===== src/rtl/arb_pkg.sv =====
// Shared constants for the round-robin grant scheduler: requester count,
// index width, default hold limit and the two FSM state codes.
package arb_pkg;
    localparam int N_REQ        = 8;
    localparam int IDX_W        = 3;
    localparam int MAX_HOLD_DEF = 16;
    localparam int HOLD_W       = 8;

    localparam logic [0:0] ST_IDLE  = 1'b0;
    localparam logic [0:0] ST_GRANT = 1'b1;
endpackage


===== src/rtl/rr_prio_enc.sv =====
// Rotated priority encoder: the first set req bit found searching upward
// from ptr, wrapping past the top requester.
module rr_prio_enc
    import arb_pkg::*;
#(
    parameter int N = N_REQ,
    parameter int W = IDX_W
) (
    input  logic [N-1:0] req,
    input  logic [W-1:0] ptr,
    output logic [W-1:0] idx,
    output logic         found
);
    // N is a power of two, so the W-bit sum wraps by itself.
    always_comb begin
        idx   = '0;
        found = 1'b0;
        for (int i = 0; i < N; i++) begin
            if (!found && req[ptr + W'(i)]) begin
                idx   = ptr + W'(i);
                found = 1'b1;
            end
        end
    end
endmodule


===== src/rtl/rr_grant_sched.sv =====
// Round-robin grant scheduler: one owner at a time, ended by release, request
// drop or a hold limit, with a guaranteed idle cycle between grants.
module rr_grant_sched #(
    parameter int N_REQ    = arb_pkg::N_REQ,
    parameter int IDX_W    = arb_pkg::IDX_W,
    parameter int MAX_HOLD = arb_pkg::MAX_HOLD_DEF
) (
    input  logic             clk,
    input  logic             rst,
    input  logic [N_REQ-1:0] req,
    input  logic             release_i,
    output logic [N_REQ-1:0] gnt,
    output logic [IDX_W-1:0] gnt_idx,
    output logic             gnt_vld,
    output logic             timeout
);
    import arb_pkg::*;

    logic [0:0]       state_q, state_d;
    logic [IDX_W-1:0] ptr_q, ptr_d;
    logic [IDX_W-1:0] idx_q, idx_d;
    logic [N_REQ-1:0] gnt_q, gnt_d;
    logic [HOLD_W-1:0] hold_q, hold_d;
    logic             timeout_q, timeout_d;

    logic [IDX_W-1:0] enc_idx;
    logic             enc_found;
    logic             owner_req, expire, grant_end;

    rr_prio_enc #(.N(N_REQ), .W(IDX_W)) u_enc (
        .req   (req),
        .ptr   (ptr_q),
        .idx   (enc_idx),
        .found (enc_found)
    );

    assign owner_req = req[idx_q];
    assign expire    = (hold_q == HOLD_W'(MAX_HOLD - 1));
    assign grant_end = release_i | ~owner_req | expire;

    always_comb begin
        state_d   = state_q;
        ptr_d     = ptr_q;
        idx_d     = idx_q;
        gnt_d     = gnt_q;
        hold_d    = hold_q;
        timeout_d = 1'b0;
        case (state_q)
            ST_IDLE: begin
                gnt_d = '0;
                if (enc_found) begin
                    state_d = ST_GRANT;
                    idx_d   = enc_idx;
                    gnt_d   = N_REQ'(1) << enc_idx;
                    hold_d  = '0;
                end
            end
            default: begin
                if (grant_end) begin
                    state_d   = ST_IDLE;
                    gnt_d     = '0;
                    ptr_d     = idx_q + IDX_W'(1);
                    // A voluntary end on the expiry cycle is not a forced revoke.
                    timeout_d = expire & ~release_i & owner_req;
                end else begin
                    hold_d = hold_q + HOLD_W'(1);
                end
            end
        endcase
    end

    always_ff @(posedge clk or posedge rst) begin
        if (rst) begin
            state_q   <= ST_IDLE;
            ptr_q     <= '0;
            idx_q     <= '0;
            gnt_q     <= '0;
            hold_q    <= '0;
            timeout_q <= 1'b0;
        end else begin
            state_q   <= state_d;
            ptr_q     <= ptr_d;
            idx_q     <= idx_d;
            gnt_q     <= gnt_d;
            hold_q    <= hold_d;
            timeout_q <= timeout_d;
        end
    end

    assign gnt     = gnt_q;
    assign gnt_idx = idx_q;
    assign gnt_vld = (state_q == ST_GRANT);
    assign timeout = timeout_q;
endmodule


===== config.mk =====
export PLATFORM = sky130hd
export DESIGN_NAME = rr_grant_sched
export DESIGN_NICKNAME = d
export VERILOG_FILES = /design/src/rtl/arb_pkg.sv /design/src/rtl/rr_prio_enc.sv /design/src/rtl/rr_grant_sched.sv
export SDC_FILE = /design/constraint.sdc
export NUM_CORES = 1
export LEC_CHECK = 0
export CAP_MARGIN = 25
export CORE_MARGIN = 10
export CORE_UTILIZATION = 45
export DETAILED_ROUTE_END_ITERATION = 10
export PLACE_DENSITY = 0.66
export SETUP_SLACK_MARGIN = 0.2
export SLEW_MARGIN = 15
export SYNTH_ARGS = -nofsm -noshare
export SYNTH_HDL_FRONTEND = slang
export SYNTH_SLANG_ARGS = --single-unit
export TNS_END_PERCENT = 50

===== constraint.sdc =====
create_clock -name clk -period 4.5 [get_ports clk]
set_input_delay 0.9 -clock clk [delete_from_list [all_inputs] [get_ports clk]]
set_output_delay 0.9 -clock clk [all_outputs]
set_load 0.01 [all_outputs]

==> After elaboration in Yosys (flattened, before gate mapping) <==
Index checks and enable logic that the tools add are counted.
{ "totals": {"input_bits": 11, "latch_bits": 0, "regBits": 24, "elab_cells": 98, "ram_bits": 0, "out_inout_bits": 13, "rom_bits": 0, "memories": 0} }
{ "classes": {"n_mux": 45, "add_sub_neg": 9, "div": 0, "n_eq_ne": 3, "order_cmp": 9, "n_shift": 1, "n_mul": 0, "reduce_logical": 18, "n_bitwise": 7} }
{ "ops": {"columns": ["op", "count"], "rows": [
  ["two-way mux 8 bit", 6],
  ["< comparator 3 x 4 -> 1 bit, second input constant", 9],
  ["binary-select mux 1 bit (select 3 bit)", 9],
  ["two-way mux 3 bit", 8],
  ["two-way mux 1 bit", 22],
  ["adder 3 bit, second input constant", 4],
  ["adder 8 x 1 -> 8 bit, second input constant", 1],
  ["equality test 8 x 4 -> 1 bit, second input constant", 1],
  ["left shift 1 x 3 -> 8 bit, first input constant", 1],
  ["logical AND 1 bit", 7],
  ["logical NOT 1 bit", 7],
  ["adder 3 x 1 -> 3 bit, second input constant", 2],
  ["adder 3 x 2 -> 3 bit, second input constant", 2],
  ["AND reduction 2 bit", 3],
  ["inverter 1 bit", 3],
  ["AND 1 bit", 2],
  ["!= test 2 x 1 -> 1 bit, second input constant", 1],
  ["!= test 2 bit, second input constant", 1],
  ["OR 1 bit", 2],
  ["nonzero test 2 bit", 1]
]} }

==> Depth between registers and ports, before layout <==
{ "logic_depth": {"depth_word": 27, "mapped_depth": 13} }

==> Cells and area by module <==
Synthesis repeated with hierarchy kept, for this count alone.
{ "hier_totals": {"cells_unflattened": 234, "area_unflattened_um2": 2290.9} }
{ "modules_own_cells": {"columns": ["module", "seq_area_each_um2", "area_each_um2", "instances", "cells_each"], "rows": [
  ["rr_grant_sched", 600.6, 1209.9, 1, 113],
  ["rr_prio_enc", 0.0, 1081.0, 1, 121]
]} }

==> Least setup slack after synthesis <==
Ideal clock, no wire load.
{ "synth_timing": {"kind": "reg2reg", "start": "reg ptr_q[1]", "end": "reg gnt_q[6], in the netlist gnt[6]", "required_ns": 4.355, "t_arrival_ns": 3.011, "setup_slack_ns": 1.345, "period_less_slack_ns": 3.155, "path_stages_with_launch": 13, "path_cell_list": "dfrtp_1 > buf_6 > buf_4 > inv_1 > ha_1 > buf_4 > mux4_2 > mux2i_1 > nand2_1 > o41a_1 > o31a_1 > o21ai_2 > o31ai_1"} }
{ "synth_via": {"elab_chain_len": 27, "word_cells_on_any_way": 56, "cone_classes": "add/sub (7); shift (1); mux (34); reduce/logical (14)"} }
{ "synth_lines": {"columns": ["element", "line", "rtl"], "rows": [
  ["start, declared", "rr_grant_sched.sv:20", "logic [IDX_W-1:0] ptr_q, ptr_d;"],
  ["start signal, assigned", "rr_grant_sched.sv:82", "ptr_q <= ptr_d;"],
  ["branches (longest 25 deep; another with adder 3 x 1 -> 3 bit)", null, null],
  ["two-way mux 8 bit *", "rr_grant_sched.sv:51", "if (enc_found) begin"],
  ["two-way mux 8 bit *", "rr_grant_sched.sv:48", "case (state_q)"],
  ["end signal, assigned", "rr_grant_sched.sv:84", "gnt_q <= gnt_d;"],
  ["end, declared", "rr_grant_sched.sv:22", "logic [N_REQ-1:0] gnt_q, gnt_d;"]
]} }
Every way passes the cells marked *. The select of a mux whose other input is x is not followed.
A chain may end at the register's enable or synchronous reset.

==> Worst setup path after layout <==
{ "layout_timing": {"start": "in req[5]", "end": "reg gnt_q[3], in the netlist gnt[3]"} }
{ "layout_via": {"elab_chain_len": 27, "word_cells_on_any_way": 55, "cone_classes": "eq/ne (1); shift (1); mux (36); bitwise (3); reduce/logical (14)"} }
{ "layout_lines": {"columns": ["element", "line", "rtl"], "rows": [
  ["start, declared", "rr_grant_sched.sv:10", "input logic [N_REQ-1:0] req,"],
  ["binary-select mux 1 bit (select 3 bit)", "rr_prio_enc.sv:19", "if (!found && req[ptr + W'(i)]) begin"],
  ["two-way mux 1 bit (not written as such)", "rr_prio_enc.sv:19", null],
  ["two-way mux 1 bit", "rr_prio_enc.sv:19", null],
  ["logical NOT 1 bit", "rr_prio_enc.sv:19", null],
  ["logical AND 1 bit", "rr_prio_enc.sv:19", null],
  ["two-way mux 1 bit", "rr_prio_enc.sv:19", null],
  ["logical NOT 1 bit", "rr_prio_enc.sv:19", null],
  ["logical AND 1 bit", "rr_prio_enc.sv:19", null],
  ["(+11 left out)", null, null],
  ["logical AND 1 bit", "rr_prio_enc.sv:19", null],
  ["two-way mux 1 bit", "rr_prio_enc.sv:19", null],
  ["logical NOT 1 bit", "rr_prio_enc.sv:19", null],
  ["logical AND 1 bit", "rr_prio_enc.sv:19", null],
  ["two-way mux 3 bit", "rr_prio_enc.sv:19", null],
  ["left shift 1 x 3 -> 8 bit", "rr_grant_sched.sv:54", "gnt_d = N_REQ'(1) << enc_idx;"],
  ["two-way mux 8 bit", "rr_grant_sched.sv:51", null],
  ["two-way mux 8 bit", "rr_grant_sched.sv:48", null]
]} }
Parallel ways exist; a longest one is shown, timed or not. The select of a mux whose other input is x is not followed.

==> results by group <==
Die
  • Die Footprint: 0.00833 mm2
  • Chip height: 91.3 um
  • Core area: 0.00482 mm2
  • Top-level I/O count: 24
  • Die width: 91.3 um
  • Initial standard-cell utilization of the core: 47.4%
  • Number of cell rows: 25

Power and ir drop
  • Reported leakage power: 1.04 nW
  • Sequential cell fraction of total power: 16.2%
  • Switch share: 50.0%
  • Cell-internal power: 1.09 mW
  • Net switching power: 1.09 mW
  • Relative contribution of the clock network to total power: 6.7%
  • Maximum ir drop on the vdd rail: 0.000448 V
  • Share of total power in combinational logic: 77.1%
  • Power density relative to cell area: 834 mW/mm2

Synthesis
  • Distinct cell type count of the synthesized netlist: 63
  • Cell with the most instances after synthesis: sky130_fd_sc_hd__nand2_1
  • Flops & latches, synth: 24
  • Netlist Area Pre-Place: 0.00228 mm2
  • Syn Area/Cell: 10.1 um2
  • EDFF count, synth: 0
  • Top_reg_cell synth: sky130_fd_sc_hd__dfrtp_1
  • Fraction of synthesis flops using an asynchronous set or reset pin: 100%
  • Sequential cell area fraction in the yosys report: 26.3%
  • Synth top cells by count: sky130_fd_sc_hd__nand2_1 (28), sky130_fd_sc_hd__dfrtp_1 (24), sky130_fd_sc_hd__mux4_2 (15), sky130_fd_sc_hd__nor2_1 (15), sky130_fd_sc_hd__mux2i_1 (13)
  • Proportion of netlist area held by the largest area contributor: 26.3%
  • Library cell with the largest summed area after synthesis: sky130_fd_sc_hd__dfrtp_1
  • Top area cells in the synthesized netlist: sky130_fd_sc_hd__dfrtp_1 (26%), sky130_fd_sc_hd__mux4_2 (15%), sky130_fd_sc_hd__mux2i_1 (5.7%)
  • Warnings, synthesis: 0
  • Post-Syn Instances: 226
  • Total nets after synthesis: 241

Run status
  • Outcome: complete, no violations

Routing
  • Routed vias: 1,924
  • Detailed-route wire length per cell: 18.4 um
  • DR vias/cell: 6.15
  • Iter 0 DRT Violations: 175
  • DR DRC count: 0
  • DRT antenna net count: 0
  • Total wire length after detailed routing: 5770 um
  • First-pass iteration count of the detailed router: 4

Hold path
  • Hold path startpoint: gnt[5]
  • Depth of the worst hold-timing path: 2
  • Kind of path behind the tightest hold check: reg2reg
  • Hold Path End: gnt[5]

Place
  • Detailed Place HPWL: 4260 um
  • Pre-CTS worst setup slack: 0.649 ns
  • Global placer's final weighted congestion: 0.936
  • Placed instance count: 309
  • PortBufs: 23

Global route
  • Met1 Use GR: 19.7%
  • GR Util met3: 2.96%
  • Layer carrying the most global-route usage: met2
  • Initial antenna violation count: 0
  • Overflow after GRT: 0
  • Global-route usage over all layers: 14.0%
  • Pin count of the biggest net entering global routing: 25
  • Met2 usage in global routing: 21.2%
  • Wire length of the first global-routing pass: 9830 um
  • Via count of the first global-routing pass: 1,886

Setup path
  • Critical Path Max Stage Delay: 0.61 ns
  • Cell chain of the critical path: clkdlybuf4s50_1, mux4_1, mux2i_1, nand2_1, o21bai_1, a31oi_1, o32a_1, o41ai_1
  • Type of the worst setup path: in2reg
  • Worst-case reg-to-reg path depth: 9
  • Terminus of the critical flop-to-flop path: gnt[3]
  • Critical Path AT: 3.73 ns
  • Library cell contributing the largest single delay on the critical path: sky130_fd_sc_hd__clkdlybuf4s50_1
  • Maximum fanout count along the critical path: 10
  • CP top delay family: multiplexers
  • Number of buffers and inverters on the critical path: 1
  • Kind of end point of the critical path: flop
  • Critical path launch point type: input port
  • RR Startpoint: ptr_q[0]
  • WP data required: 4.63 ns
  • Setup slack of the most critical reg-to-reg path: 0.94 ns

STA
  • Final critical-path share of the clock period: 79.9%
  • Total negative slack: 0 ns
  • Unrepaired setup endpoints after global routing: no
  • Worst slew slack as a fraction of its limit: 40.4%
  • Final count of pins violating max slew: 0
  • Finish-stage setup viols: 0
  • Transition time at the pin with the least slew margin: 0.893 ns
  • Clock period minus worst slack: 3.60 ns
  • Worst path setup slack after routing: 0.905 ns
  • FMAX: 0.278 GHz
  • Number of hold-slack violations in the final timing report: 0
  • Final setup skew: 0.00422 ns

Clocking
  • Clock tree from TritonCTS: built
  • CTS H-Tree Depth: 1
  • Buffer count from post-CTS setup fixing: 0
  • Clock tree buffer depth: 2
  • Clock latency on the worst-skew pair: 0.27 ns
  • Number of buffers created by CTS: 3
  • Post-CTS sizing: 0
  • Clock-pin slew reported for the worst setup and hold paths after clock tree synthesis: 0.08 ns
  • Sinks on Clock Net: 24
  • Clk Tree Root Cell: sky130_fd_sc_hd__clkbuf_8
  • # hold bufs at CTS: 0

Layout
  • Count of placed standard cells in the final layout, fillers left out: 313
  • Count of nets after finishing: 262
  • Inserted Diodes: 0
  • Layout cells sized above 1: 18.3%
  • Area growth, synth to finish: 14.2%
  • Fill count: 452

Run
  • Max-cap violation count: 0
[sequential cells by signal, indices dropped and copies added, names as in the netlist]
| register | count |
|---|---|
| gnt_vld | 1 |
| ptr_q | 3 |
| gnt_idx | 3 |
| timeout | 1 |
| gnt | 8 |
| hold_q | 8 |
[tightest hold or removal path, cell delays in order, from the launching register on]
cell                      delay [ns]
sky130_fd_sc_hd__dfrtp_1        0.35
sky130_fd_sc_hd__nand2_1        0.05
sky130_fd_sc_hd__o31ai_1        0.05
[per-layer routing]
layer / part of all wire [%] / vias to the layer above / wire length (um)
li1: - / 919 / -
met2: 48 / 41 / 2750
met1: 46 / 956 / 2680
met5: 0 / - / 0
met4: 0.95 / 0 / 55
met3: 5.0 / 8 / 287
[kinds of logic (layout without fill, tap and decap cells)]
| group | after synthesis | count (layout) | synth area share [%] |
|---|---|---|---|
| AO/OA/AOI/OAI | 53 | 53 | 18.7 |
| XOR/XNOR | 11 | 11 | 4.55 |
| adder cells (fa/ha/maj) | 4 | 4 | 2.19 |
| buffers and inverters | 18 | 38 | 4.22 |
| flip-flops | 24 | 24 | 26.3 |
| multiplexers | 40 | 40 | 27.7 |
| AND/OR/NAND/NOR | 76 | 76 | 16.3 |
[placed cells by master, fill, tap and decap left out, drive strengths merged, types with 4 or more instances in the layout]
| master | instances |
|---|---|
| inv | 7 |
| mux2i | 13 |
| ha | 4 |
| mux4 | 16 |
| clkdlybuf4s50 | 23 |
| clkbuf | 4 |
| nor3 | 8 |
| o21ai | 13 |
| nor2 | 17 |
| o31a | 5 |
| nor4 | 5 |
| xor2 | 5 |
| o31ai | 10 |
| mux2 | 11 |
| dfrtp | 24 |
| nand2 | 28 |
| xnor2 | 6 |
[worst max path at each step]
stage | from | end | depth (start not counted)
2_1_floorplan | ptr_q[1] | gnt[6] | 12
3_3_place_gp | req[7] | gnt[6] | 8
3_5_place_dp | req[7] | gnt[7] | 8
4_1_cts | req[7] | gnt[6] | 8
5_1_grt | ptr_q[0] | gnt[3] | 9
6_report | req[5] | gnt[3] | 8
[cell type report]
type / count / area [um2] / area share (%)
inverter: 8 / 30.0 / 1.15
timing repair buffer: 26 / 253 / 9.68
tap: 67 / 83.8 / 3.21
clock buffer: 4 / 55.1 / 2.11
sequential: 24 / 601 / 23.0
multi-input combinational: 184 / 1590 / 60.8
[metrics by stage]
step	total power, mW	area (um2)	utilization [%]	hold slack (ns)
floorplan	1.66	2280	-	0.494
global placement	2.01	2550	53.0	0.464
detailed placement	2.01	2550	53.0	0.471
CTS	2.17	2610	54.2	0.490
global route	2.36	2610	54.2	0.519
finish	2.18	2610	54.2	0.483
[power groups by stage]
stage	Combinational, mW	Sequential, mW	Clock [mW]
final	1.68	0.352	0.146
after global routing	1.84	0.364	0.160
after CTS	1.67	0.352	0.150
after detailed placement	1.66	0.356	0
after global placement	1.66	0.355	0
after floorplan	1.32	0.341	0
Note: power is estimated with default switching activity, not from simulation.
